### src/rtl/cordic_sm_iter_engine.sv
// CORDIC X/Y micro-rotation engine, sign-magnitude datapath.
// One shared adder alternates between the Y and X updates.
module cordic_sm_iter_engine #(
  parameter int W      = 24,
  parameter int N_ITER = 16,
  parameter int IW     = 5
) (
  input  logic          iClk,
  input  logic          iRst_n,
  input  logic          iStart,
  input  logic          iMode,
  input  logic [W:0]    iX0,
  input  logic [W:0]    iY0,
  input  logic          iDir,
  input  logic          iAbort,
  output logic [W:0]    oX,
  output logic [W:0]    oY,
  output logic [IW-1:0] oIter,
  output logic          oDir,
  output logic          oBusy,
  output logic          oDone,
  output logic          oOvf
);

  typedef enum logic [1:0] {
    IDLE,
    PH_Y,
    PH_X,
    DONE
  } state_t;

  state_t        state_q, state_d;
  logic [W:0]    x_q, x_d;
  logic [W:0]    y_q, y_d;
  logic [W:0]    yo_q, yo_d;
  logic [IW-1:0] iter_q, iter_d;
  logic          dir_q, dir_d;
  logic          mode_q, mode_d;
  logic          ovf_q, ovf_d;

  logic          dir_now;
  logic [W:0]    op_a;
  logic [W:0]    op_b;
  logic [W+1:0]  sum;

  function automatic logic [W-1:0] shr(
    input logic [W-1:0]  m,
    input logic [IW-1:0] s
  );
    if (32'(s) >= 32'(W)) return '0;
    return m >> s;
  endfunction

  // Result is {saturated, sign, magnitude}.
  function automatic logic [W+1:0] sm_add(
    input logic [W:0] a,
    input logic [W:0] b
  );
    logic [W:0]   t;
    logic [W-1:0] m;
    logic         s;
    logic         o;
    o = 1'b0;
    if (a[W] == b[W]) begin
      t = {1'b0, a[W-1:0]} + {1'b0, b[W-1:0]};
      s = a[W];
      if (t[W]) begin
        m = '1;
        o = 1'b1;
      end else begin
        m = t[W-1:0];
      end
    end else begin
      t = {1'b0, a[W-1:0]} - {1'b0, b[W-1:0]};
      if (t[W]) begin
        m = -t[W-1:0];
        s = b[W];
      end else begin
        m = t[W-1:0];
        s = a[W];
      end
    end
    if (m == '0) s = 1'b0;
    return {o, s, m};
  endfunction

  // dir = 1 means d = -1.
  assign dir_now = mode_q ? ~y_q[W] : iDir;

  always_comb begin
    op_a = y_q;
    op_b = {x_q[W] ^ dir_now, shr(x_q[W-1:0], iter_q)};
    if (state_q == PH_X) begin
      op_a = x_q;
      op_b = {yo_q[W] ^ ~dir_q, shr(yo_q[W-1:0], iter_q)};
    end
  end

  assign sum = sm_add(op_a, op_b);

  always_comb begin
    state_d = state_q;
    x_d     = x_q;
    y_d     = y_q;
    yo_d    = yo_q;
    iter_d  = iter_q;
    dir_d   = dir_q;
    mode_d  = mode_q;
    ovf_d   = ovf_q;
    unique case (state_q)
      IDLE: begin
        if (iStart) begin
          x_d     = iX0;
          y_d     = iY0;
          mode_d  = iMode;
          iter_d  = '0;
          ovf_d   = 1'b0;
          state_d = PH_Y;
        end
      end
      PH_Y: begin
        if (iAbort) begin
          state_d = IDLE;
        end else begin
          dir_d   = dir_now;
          yo_d    = y_q;
          y_d     = sum[W:0];
          ovf_d   = ovf_q | sum[W+1];
          state_d = PH_X;
        end
      end
      PH_X: begin
        if (iAbort) begin
          state_d = IDLE;
        end else begin
          x_d   = sum[W:0];
          ovf_d = ovf_q | sum[W+1];
          if (iter_q == IW'(N_ITER - 1)) begin
            state_d = DONE;
          end else begin
            iter_d  = iter_q + 1'b1;
            state_d = PH_Y;
          end
        end
      end
      DONE: state_d = IDLE;
      default: state_d = IDLE;
    endcase
  end

  always_ff @(posedge iClk) begin
    if (!iRst_n) begin
      state_q <= IDLE;
      x_q     <= '0;
      y_q     <= '0;
      yo_q    <= '0;
      iter_q  <= '0;
      dir_q   <= 1'b0;
      mode_q  <= 1'b0;
      ovf_q   <= 1'b0;
    end else begin
      state_q <= state_d;
      x_q     <= x_d;
      y_q     <= y_d;
      yo_q    <= yo_d;
      iter_q  <= iter_d;
      dir_q   <= dir_d;
      mode_q  <= mode_d;
      ovf_q   <= ovf_d;
    end
  end

  assign oX    = x_q;
  assign oY    = y_q;
  assign oIter = iter_q;
  assign oDir  = (state_q == PH_Y) ? dir_now : dir_q;
  assign oBusy = (state_q != IDLE);
  assign oDone = (state_q == DONE);
  assign oOvf  = ovf_q;

endmodule

### config.mk
export PLATFORM = sky130hd
export DESIGN_NAME = cordic_sm_iter_engine
export DESIGN_NICKNAME = d
export VERILOG_FILES = /design/src/rtl/cordic_sm_iter_engine.sv
export SDC_FILE = /design/constraint.sdc
export NUM_CORES = 1
export LEC_CHECK = 0
export ABC_AREA = 1
export ABC_CLOCK_PERIOD_IN_PS = 6320
export CAP_MARGIN = 20
export CORE_MARGIN = 2
export CORE_UTILIZATION = 48
export CTS_CLUSTER_DIAMETER = 80
export DETAILED_ROUTE_END_ITERATION = 8
export HOLD_SLACK_MARGIN = 0.06
export PLACE_DENSITY_LB_ADDON = 0.12
export SYNTH_ARGS = -nofsm -noshare
export SYNTH_HDL_FRONTEND = slang
export SYNTH_SLANG_ARGS = --single-unit
### constraint.sdc
create_clock -name iClk -period 6.32 [get_ports iClk]
set_input_delay 1.264 -clock iClk [delete_from_list [all_inputs] [get_ports iClk]]
set_output_delay 1.264 -clock iClk [all_outputs]
set_load 0.03 [all_outputs]
== After elaboration in Yosys (flattened, before gate mapping) ==
Index checks and enable logic that the tools add are counted.

* Register bits after elaboration: 85
* Bits in latches: 0
* Memory bits (writable): 0
* ROM bits: 0
* Bits of input ports: 56
* Output and inout port bits: 59
* Logic and storage cells: 78
* Memories kept: 0

* Add/subtract/negate cells: 4
* $mul: 0
* Div/mod/pow operators: 0
* $lt $le $gt $ge: 1
* Equal/unequal tests: 10
* Shift operators: 2
* Multiplexer cells: 34
* Bitwise gates (word level): 6
* Reductions and logical operators: 13

{| class="wikitable"
|+ Operators by type and width
! cell !! number
|-
| two-way mux 24 bit || 6
|-
| two-way mux 25 bit || 5
|-
| one-hot mux 25 bit (2 select lines) || 2
|-
| right shift 24 x 5 -> 24 bit || 2
|-
| adder 24 x 24 -> 25 bit || 1
|-
| subtractor 24 x 24 -> 25 bit || 1
|-
| logical NOT 24 bit || 1
|-
| negator 24 bit || 1
|-
| two-way mux 5 bit || 3
|-
| two-way mux 1 bit || 11
|-
| inequality test 2 bit, second input constant || 5
|-
| one-hot mux 5 bit (2 select lines) || 1
|-
| AND reduction 3 bit || 3
|-
| two-way mux 2 bit || 4
|-
| one-hot mux 2 bit (4 select lines) || 1
|-
| nonzero test 2 bit || 4
|-
| adder 5 x 1 -> 5 bit, second input constant || 1
|-
| equality test 5 x 4 -> 1 bit, second input constant || 1
|-
| greater-or-equal comparator 5 bit, second input constant || 1
|-
| equality test 2 bit, second input constant || 2
|-
| AND reduction 2 bit || 2
|-
| AND reduction 4 bit || 1
|-
| NOT 1 bit || 3
|-
| equality test 2 x 1 -> 1 bit, second input constant || 1
|-
| other kinds (6) || 7
|}

== Depth between registers and ports, before layout ==
Gate-level depths: netlist of run 1.

* Word-level depth: 13
* Depth in mapped cells: 43
* Depth with buffers taken out: 40

== Worst setup path after synthesis of run 1 ==
No wires, ideal clock.

* Path kind: register to register
* From: reg iter_q[1] (netlist: oIter[1])
* To: reg y_q[24] (netlist: oY[24])
* Setup time: 0.132 ns
* Data arrival time: 4.483 ns
* Required time: 6.188 ns
* Setup slack: 1.704 ns
* Stages on the path, launching flop included: 33
* Path buffers: 3
* Clock period less this slack: 4.616 ns
* Cell sequence: dfxtp_1 > clkbuf_1 > clkinv_1 > clkbuf_1 > clkbuf_1 > o21ai_0 > a21oi_1 > o31ai_1 > a21oi_1 > o31ai_1 > inv_1 > ha_1 > fa_1 > ha_1 > inv_1 > nor2_1 > nand3_2 > nor2_4 > nand2_2 > nor2_4 > nand3_2 > nand2_4 > nand2_2 > nand2_1 > nand2_1 > o21ai_2 > nand3_1 > nor2_1 > nand3_1 > nand2_1 > nand2_1 > nand2_1 > a21oi_1

* Cells in the longest elaborated chain, start to end: 13
* Elaborated cells on any way between the ends: 20
* Classes of those cells: add/sub (3); order compare (1); shift (2); mux (13); reduce/logical (1)

{| class="wikitable"
|+ Ends and longest elaborated chain
! what !! RTL line !! source
|-
| from (decl) || 36 || <nowiki>logic [IW-1:0] iter_q, iter_d;</nowiki>
|-
| from (signal assigned) || 166 || <nowiki>iter_q <= iter_d;</nowiki>
|-
| greater-or-equal comparator 5 bit || 50 || <nowiki>if (32'(s) >= 32'(W)) return '0;</nowiki>
|-
| two-way mux 1 bit || 50 ||
|-
| two-way mux 1 bit || 93 || <nowiki>if (state_q == PH_X) begin</nowiki>
|-
| two-way mux 24 bit || 51 || <nowiki>return m >> s;</nowiki>
|-
| two-way mux 25 bit (*) || 93 ||
|-
| subtractor 24 x 24 -> 25 bit || 74 || <nowiki>t = {1'b0, a[W-1:0]} - {1'b0, b[W-1:0]};</nowiki>
|-
| negator 24 bit || 76 || <nowiki>m = -t[W-1:0];</nowiki>
|-
| two-way mux 24 bit || 75 || <nowiki>if (t[W]) begin</nowiki>
|-
| two-way mux 24 bit || 64 || <nowiki>if (a[W] == b[W]) begin</nowiki>
|-
| logical NOT 24 bit || 83 || <nowiki>if (m == '0) s = 1'b0;</nowiki>
|-
| two-way mux 1 bit (*) || 83 ||
|-
| two-way mux 25 bit (*) || 122 || <nowiki>if (iAbort) begin</nowiki>
|-
| one-hot mux 25 bit (2 select lines) (*) || 110 || <nowiki>unique case (state_q)</nowiki>
|-
| to (signal assigned) || 164 || <nowiki>y_q <= y_d;</nowiki>
|-
| to (decl) || 34 || <nowiki>logic [W:0] y_q, y_d;</nowiki>
|}

Mark *: on every way between the ends. The rest lies on a longest branch, timed or not. The select of a mux whose other input is x is not followed.
A chain may end at the register's enable or synchronous reset.

== Worst setup path in the final report of run 1 ==
* From: reg iter_q[1] (netlist: oIter[1])
* To: reg y_q[23] (netlist: oY[23])

* Cells in the longest elaborated chain, start to end: 11
* Elaborated cells on any way between the ends: 16
* Classes of those cells: add/sub (3); order compare (1); shift (2); mux (10)

{| class="wikitable"
|+ Ends and longest elaborated chain
! what !! RTL line
|-
| greater-or-equal comparator 5 bit || 50
|-
| two-way mux 1 bit || 50
|-
| two-way mux 1 bit || 93
|-
| two-way mux 24 bit || 51
|-
| two-way mux 25 bit (*) || 93
|-
| subtractor 24 x 24 -> 25 bit || 74
|-
| negator 24 bit || 76
|-
| two-way mux 24 bit || 75
|-
| two-way mux 24 bit (*) || 64
|-
| two-way mux 25 bit (*) || 122
|-
| one-hot mux 25 bit (2 select lines) (*) || 110
|}

Marks and branches as above.

==> results.sh, run 1 <==
export IMPL_status="complete, no violations"
export IMPL_cts_resized=0
export IMPL_p_per_area_nw_per_um2=377
export IMPL_initial_core_util_pct=49.0
export IMPL_finalSetupTns_ns=0
export IMPL_die_w_um=151
export IMPL_grt_pass1_wl_mm=65.6
export IMPL_synthToLayoutAreaGrowth_pct=15.0
export IMPL_skew_ns=0.0122
export IMPL_slew_headroom_pct=30.5
export IMPL_clkTransAtPathRegs_ns=0.07
export IMPL_final_nets=2018
export IMPL_viasPerCell=5.86
export IMPL_grt_total_usage_pct=37.8
export IMPL_numClockSinks=85
export IMPL_wl_mm=43.5
export IMPL_antenna_found_initial=0
export IMPL_ir_drop_v=0.000200
export IMPL_dpl_worst_slack_ns=0.809
export IMPL_ant_nets=0
export IMPL_cp_start_kind="flip-flop"
export IMPL_grt_setup_unrepaired="false"
export IMPL_slew_violations=0
export IMPL_dp_cells=2168
export IMPL_seq_area_frac_synth_pct=16.5
export IMPL_leakage_nw=5.62
export IMPL_row_count=53
export IMPL_ctsHtreeMaxLevel=3
export IMPL_timing_final_ws_setup_ns=0.672
export IMPL_clk_root_buffer_cell="clkbuf_16"
export IMPL_maxCapViolCount=0
export IMPL_drt_iter0_markers=1389
export IMPL_setup_violations=0
export IMPL_synth_seq_cells=85
export IMPL_grt_max_degree=56
export IMPL_multi_input_area_um2=7460
export IMPL_worstPathRequired_ns=6.49
export IMPL_holdBufCountCts=0
export IMPL_netlist_top_cells_area="nand2_1, dfxtp_1, o21ai_0"
export IMPL_cts_tree="built"
export IMPL_port_buffers=114
export IMPL_final_cells=2184
export IMPL_seq_area_um2=1700
export IMPL_dpl_hpwl_mm=34.4
export IMPL_overflow=0
export IMPL_end_kind="flip-flop"
export IMPL_critical_path_peak_fanout=27
export IMPL_synth_distinct_cells=53
export IMPL_final_common_cell="nand2_1"
export IMPL_wl_per_cell_um=19.9
export IMPL_drtPass1Iterations=7
export IMPL_power_mw=4.47
export IMPL_post_cts_setup_buffers=0
export IMPL_min_period_ns=5.65
export IMPL_yosys_warnings=0
export IMPL_hold_viol_final=0
export IMPL_syn_area_um2=10300
export IMPL_synthesis_nets=1971
export IMPL_yosysTopAreaCellShare_pct=21.9
export IMPL_period_share_pct=89.4
export IMPL_grt_pass1_vias=11529
export IMPL_hold_class="reg2reg"
export IMPL_fillers=2205
export IMPL_syn_avg_cell_area_um2=5.55
export IMPL_gp_congestion=1.03
export IMPL_numCtsBuffers=9
export IMPL_worst_pin_slew_ns=1.04
export IMPL_worstSetupPathType="reg2reg"
export IMPL_synth_top_cell_by_area="nand2_1"
export IMPL_core_area_um2=21000
export IMPL_syn_inst=1857
export IMPL_synthFlopType="dfxtp_1"
export IMPL_synth_async_reset_ratio_pct=0
export IMPL_worstSkewPairLatency_ns=0.34
export IMPL_io_pins=115
export IMPL_synth_edf_count=0
export IMPL_post_route_util_pct=56.4
export IMPL_cts_max_path_buffers=2
export IMPL_fmax_mhz=177
export IMPL_routed_via_count=12808
export IMPL_post_route_drc_count=0
export IMPL_mostFrequentLayoutCells="nand2_1, nor2_1, o21ai_0"
export IMPL_fp_dieArea_um2=22700
export IMPL_arrival_ns=5.82
export IMPL_dieHeight_um=151
export IMPL_drive_above_1_share_pct=6.29
==> cells in the mapped netlist (all sizes together) (9+ instances only) <==
library cell / n
nor3: 9
o211ai: 42
nor2: 204
xor2: 18
nand4: 18
nand3: 141
dfxtp: 85
a21oi: 127
clkbuf: 64
nand2: 626
o22ai: 18
inv: 176
buf: 40
ha: 56
o21ai: 175
==> where the power goes <==
group / switching [mW] / internal [mW]
Clock: 0.233 / 0.347
Sequential: 0.0918 / 0.597
Combinational: 2.27 / 0.935
Total: 2.59 / 1.88
==> per-layer routing <==
layer | part of all wire, % | routed length [um] | vias to the layer above | GRT usage [%]
met5 | 0 | 0 | - | 0
met4 | 4.2 | 1830 | 0 | 14.2
met3 | 8.9 | 3880 | 115 | 4.33
met2 | 45 | 19800 | 714 | 62.3
met1 | 41 | 18000 | 5829 | 50.6
li1 | - | - | 6150 | -
==> per-stage QoR <==
step                      cell area [um2]  hold WS (ns)
after CTS                           11800         0.490
after detailed placement            11500         0.480
after global placement              11500         0.475
after global routing                11800         0.521
after floorplan                     10300         0.444
final                               11900         0.480
==> cells by family (layout without fill, tap and decap cells) <==
group | count (synthesis) | count (layout) | share of synthesized area, %
xor+xnor | 19 | 19 | 1.69
other cells | 0 | 1 | 0
buf+inv | 285 | 336 | 11.2
fa+ha+maj | 58 | 58 | 7.18
mux | 5 | 5 | 0.607
flops | 85 | 85 | 16.5
compound gates | 399 | 399 | 21.9
simple gates | 1006 | 1006 | 40.9
==> worst max-delay path, stage by stage, from the launching register on <==
cell and delay, ns:
dfxtp_1 0.34, clkinv_1 0.42, buf_4 0.40, o21ai_0 0.27, nor2_1 0.07, a31oi_1 0.25
nor2_1 0.10, a211o_1 0.30, nand2_1 0.14, inv_1 0.06, ha_1 0.53, inv_6 0.07
nand2_1 0.08, nand2_2 0.07, nand4_1 0.12, nand2_2 0.10, nand2_2 0.08, nand2_2 0.08
a21oi_4 0.65, o21ai_0 0.26, nand3_1 0.15, nand2_1 0.05, nand3_1 0.09, nand2_1 0.14
o21ai_0 0.48, a21oi_1 0.15
==> flip-flops by register name, indices dropped and copies added (netlist names) <==
name	cells
state_q	2
oX	25
yo_q	25
mode_q	1
oIter	5
dir_q	1
oOvf	1
oY	25
==> cell type report <==
cell class / count / area share [%]
multi-input cells: 1487 / 63.0
repair buffers: 140 / 11.3
well taps: 275 / 2.90
inverters: 181 / 5.80
diodes: 1 / 0.0211
clock inverters: 5 / 0.718
clock buffers: 10 / 1.93
flip-flops and latches: 85 / 14.4
==> final timing paths <==
| check | slack (ns) | end | cells after the start | startpoint |
|---|---|---|---|---|
| setup reg to reg | 0.67 | oY[23] | 25 | oIter[1] |
| hold / removal | 0.48 | mode_q | 2 | mode_q |
| setup / recovery | 0.67 | oY[23] | 25 | oIter[1] |
| hold reg to reg | 0.48 | mode_q | 2 | mode_q |
No activity file was read; power rests on OpenSTA's default activity.
==> run 2: changes to the inputs <==
Settings changed: CORE_MARGIN 2 to 8, CTS_CLUSTER_SIZE set to 28.
==> run 2 against run 1 <==
Compared with the run above:
- clock skew is 0.0037 ns higher
- wire length grew 2.9%
- hold slack gained 0.00064 ns
- cell count about the same
- design area decreased by 0.21%
- critical path depth increased by 5
- clock power down 4.8%
- combinational power about the same
- setup slack got worse by 0.23 ns
- largest power group unchanged
- global-route usage decreased by 4.8 points
==> results.sh, run 2 (synthesized netlist as in run 1, its figures left out) <==
export IMPL_finalSetupTns_ns=0
export IMPL_crit_slowest_cell="o31ai_1"
export IMPL_hold_class="reg2reg"
export IMPL_grt_total_usage_pct=33.0
export IMPL_mostFrequentLayoutCells="nand2_1, nor2_1, o21ai_0"
export IMPL_routed_via_count=12909
export IMPL_final_common_cell="nand2_1"
export IMPL_arrival_ns=6.06
export IMPL_port_buffers=114
export IMPL_wl_per_cell_um=20.5
export IMPL_fp_dieArea_um2=26400
export IMPL_synthToLayoutAreaGrowth_pct=14.7
export IMPL_whs_ns=0.481
export IMPL_holdBufCountCts=0
export IMPL_grt_pass1_vias=11954
export IMPL_p_sw_share_pct=58.5
export IMPL_die_w_um=163
export IMPL_final_nets=2017
export IMPL_gp_congestion=1.09
export IMPL_post_route_drc_count=0
export IMPL_drt_iter0_markers=1402
export IMPL_ant_nets=0
export IMPL_slew_violations=0
export IMPL_period_share_pct=93.0
export IMPL_viasPerCell=5.92
export IMPL_dpl_hpwl_mm=35.5
export IMPL_clkTransAtPathRegs_ns=0.07
export IMPL_cp_common_cell="nand2_1"
export IMPL_setup_violations=0
export IMPL_diodes=0
export IMPL_maxCapViolCount=0
export IMPL_worstSkewPairLatency_ns=0.35
export IMPL_final_cells=2182
export IMPL_drtPass1Iterations=7
export IMPL_core_area_um2=21000
export IMPL_dpl_worst_slack_ns=0.649
export IMPL_p_sw_mw=2.60
export IMPL_grt_setup_unrepaired="false"
export IMPL_initial_core_util_pct=49.0
export IMPL_fmax_mhz=170
export IMPL_skew_ns=0.0159
export IMPL_end_kind="flip-flop"
export IMPL_grt_max_degree=69
export IMPL_power_mw=4.45
export IMPL_dieHeight_um=163
export IMPL_ctsHtreeMaxLevel=3
export IMPL_leakage_nw=5.62
export IMPL_critical_path_peak_fanout=54
export IMPL_antenna_found_initial=1
export IMPL_ir_drop_v=0.000210
export IMPL_hold_viol_final=0
export IMPL_dpl_cell_area_um2=11500
export IMPL_intPower_mw=1.85
export IMPL_io_pins=115
export IMPL_post_cts_setup_buffers=0
export IMPL_grt_pass1_wl_mm=68.2
export IMPL_numCtsBuffers=9
export IMPL_status="complete, no violations"
export IMPL_drive_above_1_share_pct=6.29
export IMPL_worst_pin_slew_ns=1.11
export IMPL_timing_final_ws_setup_ns=0.445
export IMPL_cp_start_kind="flip-flop"
export IMPL_clk_root_buffer_cell="clkbuf_16"
export IMPL_slowest_delay_ns=0.52
export IMPL_clockPowerShare_pct=12.4
export IMPL_cts_resized=0
export IMPL_overflow=0
export IMPL_row_count=53
export IMPL_dp_cells=2167
export IMPL_cts_tree="built"
export IMPL_cts_max_path_buffers=2
export IMPL_p_seq_share_pct=15.4
export IMPL_worstSetupPathType="reg2reg"
export IMPL_wl_mm=44.7
export IMPL_numClockSinks=85
export IMPL_r2r_slack_ns=0.45
export IMPL_p_per_area_nw_per_um2=377
export IMPL_post_route_util_pct=56.3
export IMPL_min_period_ns=5.87
export IMPL_slew_headroom_pct=25.8
export IMPL_p_comb_share_pct=72.2
export IMPL_fin_area_um2=11800
export IMPL_worstPathRequired_ns=6.51
run 2: final timing paths:
check | startpoint | endpoint | cells after the start
worst max-delay path | oIter[0] | oX[24] | 30
worst min-delay path | oY[1] | oY[1] | 2
worst max register to register | oIter[0] | oX[24] | 30
worst min register to register | oY[1] | oY[1] | 2
run 2: final cells by class:
cell class / count / area [um2]
fillers: 2210 / 9200
well taps: 275 / 344
repair buffers: 139 / 1330
clock buffers: 10 / 239
multi-input cells: 1487 / 7460
clock inverters: 5 / 60.1
flip-flops and latches: 85 / 1700
inverters: 181 / 687
run 2: metal layers:
metal | share of wire (%) | up-vias | global-route usage, %
li1 | - | 6129 | -
met4 | 4.8 | 2 | 14.9
met1 | 41 | 5916 | 42.5
met2 | 45 | 722 | 52.8
met3 | 9.5 | 140 | 6.22
met5 | 0.031 | - | 0
run 2: power groups by stage:
stage	clock [mW]	sequential, mW	combinational [mW]
after global routing	0.574	0.689	3.50
final	0.552	0.686	3.22
after global placement	0	0.691	3.10
after CTS	0.551	0.680	3.12
after floorplan	0	0.744	2.12
after detailed placement	0	0.691	3.10
run 2: worst max-delay path, delay by kind of cell (launching register included):
family	cells	cell delay [ns]
adder cells (fa/ha/maj)	2	0.66
AO/OA/AOI/OAI	6	1.41
flip-flops	1	0.33
buffers and inverters	5	1.09
AND/OR/NAND/NOR	17	2.20
